`config.mk`:
```
export PLATFORM = sky130hd
export DESIGN_NAME = display_scanner
export DESIGN_NICKNAME = d
export VERILOG_FILES = /design/src/rtl/display_scanner_pkg.sv /design/src/rtl/display_scanner_bcd_to_7seg.sv /design/src/rtl/display_scanner.sv
export SDC_FILE = /design/constraint.sdc
export NUM_CORES = 1
export LEC_CHECK = 0
export CORE_UTILIZATION = 45
export DETAILED_ROUTE_END_ITERATION = 10
export GPL_TIMING_DRIVEN = 0
export PLACE_DENSITY = 0.71
export SYNTH_ARGS = -nofsm -noshare
export SYNTH_HDL_FRONTEND = slang
export SYNTH_HIERARCHICAL = 1
export SYNTH_SLANG_ARGS = --single-unit
```
`constraint.sdc`:
```
create_clock -name clk1kHz -period 3.1 [get_ports clk1kHz]
set_input_delay 0.62 -clock clk1kHz [delete_from_list [all_inputs] [get_ports clk1kHz]]
set_output_delay 0.62 -clock clk1kHz [all_outputs]
set_load 0.005 [all_outputs]
```
`src/rtl/display_scanner_pkg.sv`:
```
// Shared definitions for the multiplexed 7-segment scanner: scan states,
// active-low segment patterns {g,f,e,d,c,b,a} and the index-width helper.
package display_scanner_pkg;

  typedef enum logic {
    SHOW = 1'b0,
    GAP  = 1'b1
  } scan_state_e;

  localparam logic [6:0] SEG_0    = 7'b1000000;
  localparam logic [6:0] SEG_1    = 7'b1111001;
  localparam logic [6:0] SEG_2    = 7'b0100100;
  localparam logic [6:0] SEG_3    = 7'b0110000;
  localparam logic [6:0] SEG_4    = 7'b0011001;
  localparam logic [6:0] SEG_5    = 7'b0010010;
  localparam logic [6:0] SEG_6    = 7'b0000010;
  localparam logic [6:0] SEG_7    = 7'b1111000;
  localparam logic [6:0] SEG_8    = 7'b0000000;
  localparam logic [6:0] SEG_9    = 7'b0010000;
  localparam logic [6:0] SEG_DASH = 7'b0111111;
  localparam logic [6:0] SEG_OFF  = 7'b1111111;

  // Bits needed to index n items, never less than one.
  function automatic int idx_width(input int n);
    return (n > 2) ? $clog2(n) : 1;
  endfunction

endpackage

```
`src/rtl/display_scanner_bcd_to_7seg.sv`:
```
// Combinational BCD to active-low 7-segment decoder; 10-15 render as a dash.
module bcd_to_7seg
  import display_scanner_pkg::*;
(
  input  logic [3:0] bcd_i,
  input  logic       blank_i,
  output logic [6:0] seg_o
);

  always_comb begin
    seg_o = SEG_DASH;
    if (blank_i) begin
      seg_o = SEG_OFF;
    end else begin
      case (bcd_i)
        4'd0:    seg_o = SEG_0;
        4'd1:    seg_o = SEG_1;
        4'd2:    seg_o = SEG_2;
        4'd3:    seg_o = SEG_3;
        4'd4:    seg_o = SEG_4;
        4'd5:    seg_o = SEG_5;
        4'd6:    seg_o = SEG_6;
        4'd7:    seg_o = SEG_7;
        4'd8:    seg_o = SEG_8;
        4'd9:    seg_o = SEG_9;
        default: seg_o = SEG_DASH;
      endcase
    end
  end

endmodule

```
`src/rtl/display_scanner.sv`:
```
// Multiplexed 7-segment scanner: SHOW/GAP FSM with dwell and guard counters,
// per-frame input snapshot, leading-zero blanking and fully registered outputs.
module display_scanner
  import display_scanner_pkg::*;
#(
  parameter int N_DIGITS         = 4,
  parameter int DWELL            = 1,
  parameter int GUARD            = 1,
  parameter int ANODE_ACTIVE_LOW = 1
) (
  input  logic                                 clk1kHz,
  input  logic                                 reset,
  input  logic                                 enable,
  input  logic [4*N_DIGITS-1:0]                bcd_in,
  input  logic [N_DIGITS-1:0]                  dp_in,
  input  logic                                 lz_blank,
  output logic [N_DIGITS-1:0]                  anode,
  output logic [6:0]                           segments,
  output logic                                 dp,
  output logic [idx_width(N_DIGITS)-1:0]       digit_idx
);

  localparam int IDX_W   = idx_width(N_DIGITS);
  localparam int CNT_MAX = (DWELL > GUARD) ? DWELL : GUARD;
  localparam int CNT_W   = idx_width(CNT_MAX);

  localparam logic [CNT_W-1:0]    DWELL_LAST = CNT_W'(DWELL - 1);
  localparam logic [CNT_W-1:0]    GUARD_LAST = (GUARD > 0) ? CNT_W'(GUARD - 1) : '0;
  localparam logic [IDX_W-1:0]    IDX_LAST   = IDX_W'(N_DIGITS - 1);
  localparam logic [N_DIGITS-1:0] ANODE_OFF  = (ANODE_ACTIVE_LOW != 0) ? '1 : '0;

  scan_state_e             state_q;
  logic [IDX_W-1:0]        idx_q, idx_d;
  logic [CNT_W-1:0]        cnt_q;
  logic [4*N_DIGITS-1:0]   sh_bcd_q, view_bcd;
  logic [N_DIGITS-1:0]     sh_dp_q, view_dp;
  logic                    sh_lz_q, view_lz;
  logic                    capture;
  logic                    all_zero;
  logic [3:0]              cur_val;
  logic                    cur_blank;
  logic [6:0]              seg_dec;
  logic [N_DIGITS-1:0]     sel_onehot, anode_on;

  logic [N_DIGITS-1:0]     anode_q;
  logic [6:0]              seg_q;
  logic                    dp_q;
  logic [IDX_W-1:0]        digit_idx_q;

  // The snapshot is taken on the first cycle of a frame, and that very cycle
  // already displays from the fresh values rather than the stale shadow.
  always_comb begin
    capture  = (state_q == SHOW) && (idx_q == '0) && (cnt_q == '0);
    view_bcd = capture ? bcd_in   : sh_bcd_q;
    view_dp  = capture ? dp_in    : sh_dp_q;
    view_lz  = capture ? lz_blank : sh_lz_q;

    cur_val   = view_bcd[{idx_q, 2'b00} +: 4];
    all_zero  = 1'b1;
    cur_blank = 1'b0;
    for (int i = N_DIGITS - 1; i >= 1; i--) begin
      all_zero = all_zero && (view_bcd[4*i +: 4] == 4'd0);
      if (idx_q == IDX_W'(i)) begin
        cur_blank = view_lz && all_zero;
      end
    end

    idx_d      = (idx_q == IDX_LAST) ? '0 : idx_q + 1'b1;
    sel_onehot = {{(N_DIGITS-1){1'b0}}, 1'b1} << idx_q;
    anode_on   = (ANODE_ACTIVE_LOW != 0) ? ~sel_onehot : sel_onehot;
  end

  bcd_to_7seg u_dec (
    .bcd_i   (cur_val),
    .blank_i (cur_blank),
    .seg_o   (seg_dec)
  );

  always_ff @(posedge clk1kHz or posedge reset) begin
    if (reset) begin
      state_q     <= SHOW;
      idx_q       <= '0;
      cnt_q       <= '0;
      sh_bcd_q    <= '0;
      sh_dp_q     <= '0;
      sh_lz_q     <= 1'b0;
      anode_q     <= ANODE_OFF;
      seg_q       <= SEG_OFF;
      dp_q        <= 1'b1;
      digit_idx_q <= '0;
    end else if (!enable) begin
      anode_q <= ANODE_OFF;
      seg_q   <= SEG_OFF;
      dp_q    <= 1'b1;
    end else begin
      if (capture) begin
        sh_bcd_q <= bcd_in;
        sh_dp_q  <= dp_in;
        sh_lz_q  <= lz_blank;
      end
      digit_idx_q <= idx_q;
      if (state_q == SHOW) begin
        anode_q <= anode_on;
        seg_q   <= seg_dec;
        dp_q    <= ~view_dp[idx_q];
        if (cnt_q == DWELL_LAST) begin
          cnt_q <= '0;
          if (GUARD > 0) state_q <= GAP;
          else           idx_q   <= idx_d;
        end else begin
          cnt_q <= cnt_q + 1'b1;
        end
      end else begin
        anode_q <= ANODE_OFF;
        seg_q   <= SEG_OFF;
        dp_q    <= 1'b1;
        if (cnt_q == GUARD_LAST) begin
          cnt_q   <= '0;
          state_q <= SHOW;
          idx_q   <= idx_d;
        end else begin
          cnt_q <= cnt_q + 1'b1;
        end
      end
    end
  end

  assign anode     = anode_q;
  assign segments  = seg_q;
  assign dp        = dp_q;
  assign digit_idx = digit_idx_q;

endmodule
```
==> results by group <==
Clocking
  • CTS tree: built
  • Num CTS Buffers: 5
  • CTS max path bufs: 2
  • Clock slew at reported path FFs: roughly 0.080 ns
  • H-Tree Depth: 2
  • Clk sinks: 38
  • Root Buffer: clkbuf_8
  • Worst-Skew Late Latency: approximately 0.29 ns

Synth
  • Synth area leaders: dfrtp_1 31%, dfstp_2 15%, mux2_2 13%, mux4_1 11%, ha_1 5.3%
  • Post-synthesis instance area: around 2100 um2
  • Syn. warnings: 6
  • Synth unique cells: 39
  • EDFF count, synth: 0
  • Mapped Cells: 166
  • Syn avg cell area: 12.74 um2
  • Share of Yosys cell area claimed by the top area cell type: a little under a third
  • Top cell type by total area after synthesis: dfrtp_1
  • Sequential-to-total area share from yosys stat: around 46%
  • Synthesized flop and latch total: 38
  • Async SR Flop Fraction: 100.0%
  • Top_reg_cell synth: dfrtp_1
  • Synth Net Count: ~200

Global route
  • Antenna violations before repair: 0
  • Total gr overflow: 0
  • First-pass GRT wire length: between 6000 and 7000 um
  • Vias in the first global route: around 1500
  • Gr usage total: a little under a fifth
  • Largest net degree at the start of global routing: 39

Layout
  • Share of layout cells above drive strength 1: between 20% and 30%
  • Final nets: 243
  • Most frequent cells in the layout: 37 x clkdlybuf4s50_1, 26 x dfrtp_1, 24 x mux2_2
  • Most common cell after layout, fill and taps aside: clkdlybuf4s50_1
  • Fillers: 370
  • Multi-input gate area: roughly 1100 um2
  • Ant. Diodes: 0
  • Final Non-Filler Cells: between 200 and 300
  • Storage cell area: 965.9 um2
  • Area grow syn2layout: 24.67%

Timing
  • Max-slew violation count: 0
  • Fin crit share: between 90% and 100%
  • Final min period: 2.861 ns
  • Final setup fails: 0
  • PnR worst setup slack: about 0.24 ns
  • Worst hold slack: between 0.5 and 0.6 ns
  • Slew @ Worst Pin: between 0.7 and 0.8 ns
  • Final hold violations: 0
  • FMAX: about 0.35 GHz
  • RSZ-0062 raised after global routing: no
  • Slew margin rel.: roughly 48%
  • Worst Clk Skew: between 0.008 and 0.009 ns

Worst setup path
  • CP Buf/Inv Count: 3
  • Largest delay share family, worst path: simple AND/OR/NAND/NOR gates
  • Setup crit start kind: flip-flop
  • Crit. End Element: flip-flop
  • CP max stage delay: 0.56 ns
  • Crit path DAT: around 3.1 ns
  • WP data required: around 3.3 ns
  • Crit Path Class: reg2reg
  • Critical Path Slowest Stage Cell: mux4_1
  • Critical path peak fanout: 10
  • Sequence of cells on the critical path: inv_1, ha_1, nand2b_1, buf_6, mux4_1, nand2_1, nand2_1, inv_1, ha_1, nor4bb_4, a21oi_2, nand2b_1

Power and ir drop
  • Power, Total: between 2 and 3 mW
  • Power per cell area: approximately 1100 nW/um2
  • Max VDD drop: roughly 0.5 mV
  • LEAKAGE: between 1 and 1.5 nW

Floorplanning
  • Standard-cell rows: 24
  • Die Span Y: about 71 um
  • Core ar.: approximately 4400 um2
  • Initial Util: a little under half
  • Top Ports: 38
  • Die area: about 5000 um2
  • DIE WIDTH: between 70 and 80 um

Drt
  • Final antenna-violating net count: 0
  • Routed vias: between 1000 and 1500
  • Drt pass-1 iters: 7
  • Post-Route WL: about 4200 um
  • DRC Markers: 9
  • Initial DRC count: between 80 and 90
  • Via density: 5.669
  • Wire per inst: 15.92 um

Flow run
  • Max_cap viols: 0

Outcome
  • Status: complete, but fails checks
  • Failing checks: DRC

Worst hold path
  • HP Class: reg2reg

Place
  • GP Congestion: slightly above 0.8
  • Placed Instances: 255
  • Setup WS pre-CTS: -0.1979 ns
  • Port Buffer Count: 37
  • Detailed Place HPWL: ~3200 um
-- flip-flops by register name (all words and copies together), names as in the netlist --
| signal | flops |
|---|---|
| digit_idx | 2 |
| sh_lz_q | 1 |
| sh_dp_q | 4 |
| idx_q | 2 |
| anode | 4 |
| dp | 1 |
| sh_bcd_q | 16 |
| state_q | 1 |
| segments | 7 |
-- metrics by stage --
stage               instance area, um2  setup TNS [ns]  utilization, %
finish                            2636               0           59.32
global route                      2636               0           59.32
CTS                               2636               0           59.32
detailed placement                2550         -0.5963           57.38
global placement                  2550         -0.2426           57.38
floorplan                         2115               0               -
-- where the power goes --
| part | internal, mW | switching (mW) |
|---|---|---|
| logic | 0.872 | 0.719 |
| registers | 0.739 | 0.139 |
| clock network | 0.160 | 0.160 |
| total | 1.77 | 1.02 |
-- path summary, 6_finish.rpt --
kind                           endpoint  slack, ns        start  depth (start not counted)
min                         sh_bcd_q[2]       0.50  sh_bcd_q[2]                          1
max in group asynchronous  sh_bcd_q[14]       1.82        reset                          2
max reg2reg                 segments[4]       0.24     idx_q[1]                         12
min reg2reg                 sh_bcd_q[2]       0.50  sh_bcd_q[2]                          1
min in group asynchronous    sh_dp_q[1]       0.79        reset                          2
max                         segments[4]       0.24     idx_q[1]                         12
-- area by class of cell --
cell class | count | area share, %
Multi-Input combinational cell | 114 | 40.48
Clock buffer | 8 | 3.037
Tap cell | 52 | 2.468
Inverter | 6 | 1.044
Buffer | 8 | 2.278
Timing Repair Buffer | 37 | 14.05
Sequential cell | 38 | 36.64
-- synth_stat cells, types with 2 or more instances --
master / n
mux2_2: 24
buf_2: 3
nor2_1: 5
nand2_1: 19
buf_6: 3
dfrtp_1: 26
inv_1: 5
nand3_1: 2
nand2b_1: 10
nor3_1: 4
dfstp_2: 12
ha_1: 9
o21bai_1: 2
a21oi_1: 4
mux4_1: 9
nor4_1: 4
o21ai_0: 2
nor2b_1: 2
-- cells by family after synthesis --
group                      synth area share, %
adders and majority gates                5.326
buffers and inverters                    4.142
AOI/OAI and AO/OA                        5.799
and+or+nand+nor                          13.14
DFF                                      45.68
muxes                                    25.50
xor gates and xnor gates                0.4143
-- worst register-to-register path, cell delays in order, from the launching register on --
cell,delay [ns]
dfrtp_1,0.51
inv_1,0.20
ha_1,0.25
nand2b_1,0.10
buf_6,0.14
mux4_1,0.56
nand2_1,0.09
nand2_1,0.11
inv_1,0.14
ha_1,0.19
nor4bb_4,0.31
a21oi_2,0.05
nand2b_1,0.15
-- layer usage --
metal / global-route usage [%] / routed length (um)
met5: 0 / 0
met4: 5.333 / 49
met3: 4.843 / 205
met2: 33.12 / 2190
met1: 21.71 / 1742
-- what timing repair did --
item,4_1_cts,5_1_grt
setup buffers,0,0
setup endpoints to repair,3,0
gates resized for setup,1,0
hold buffers,0,0
Power figures use the tool's default switching activity.
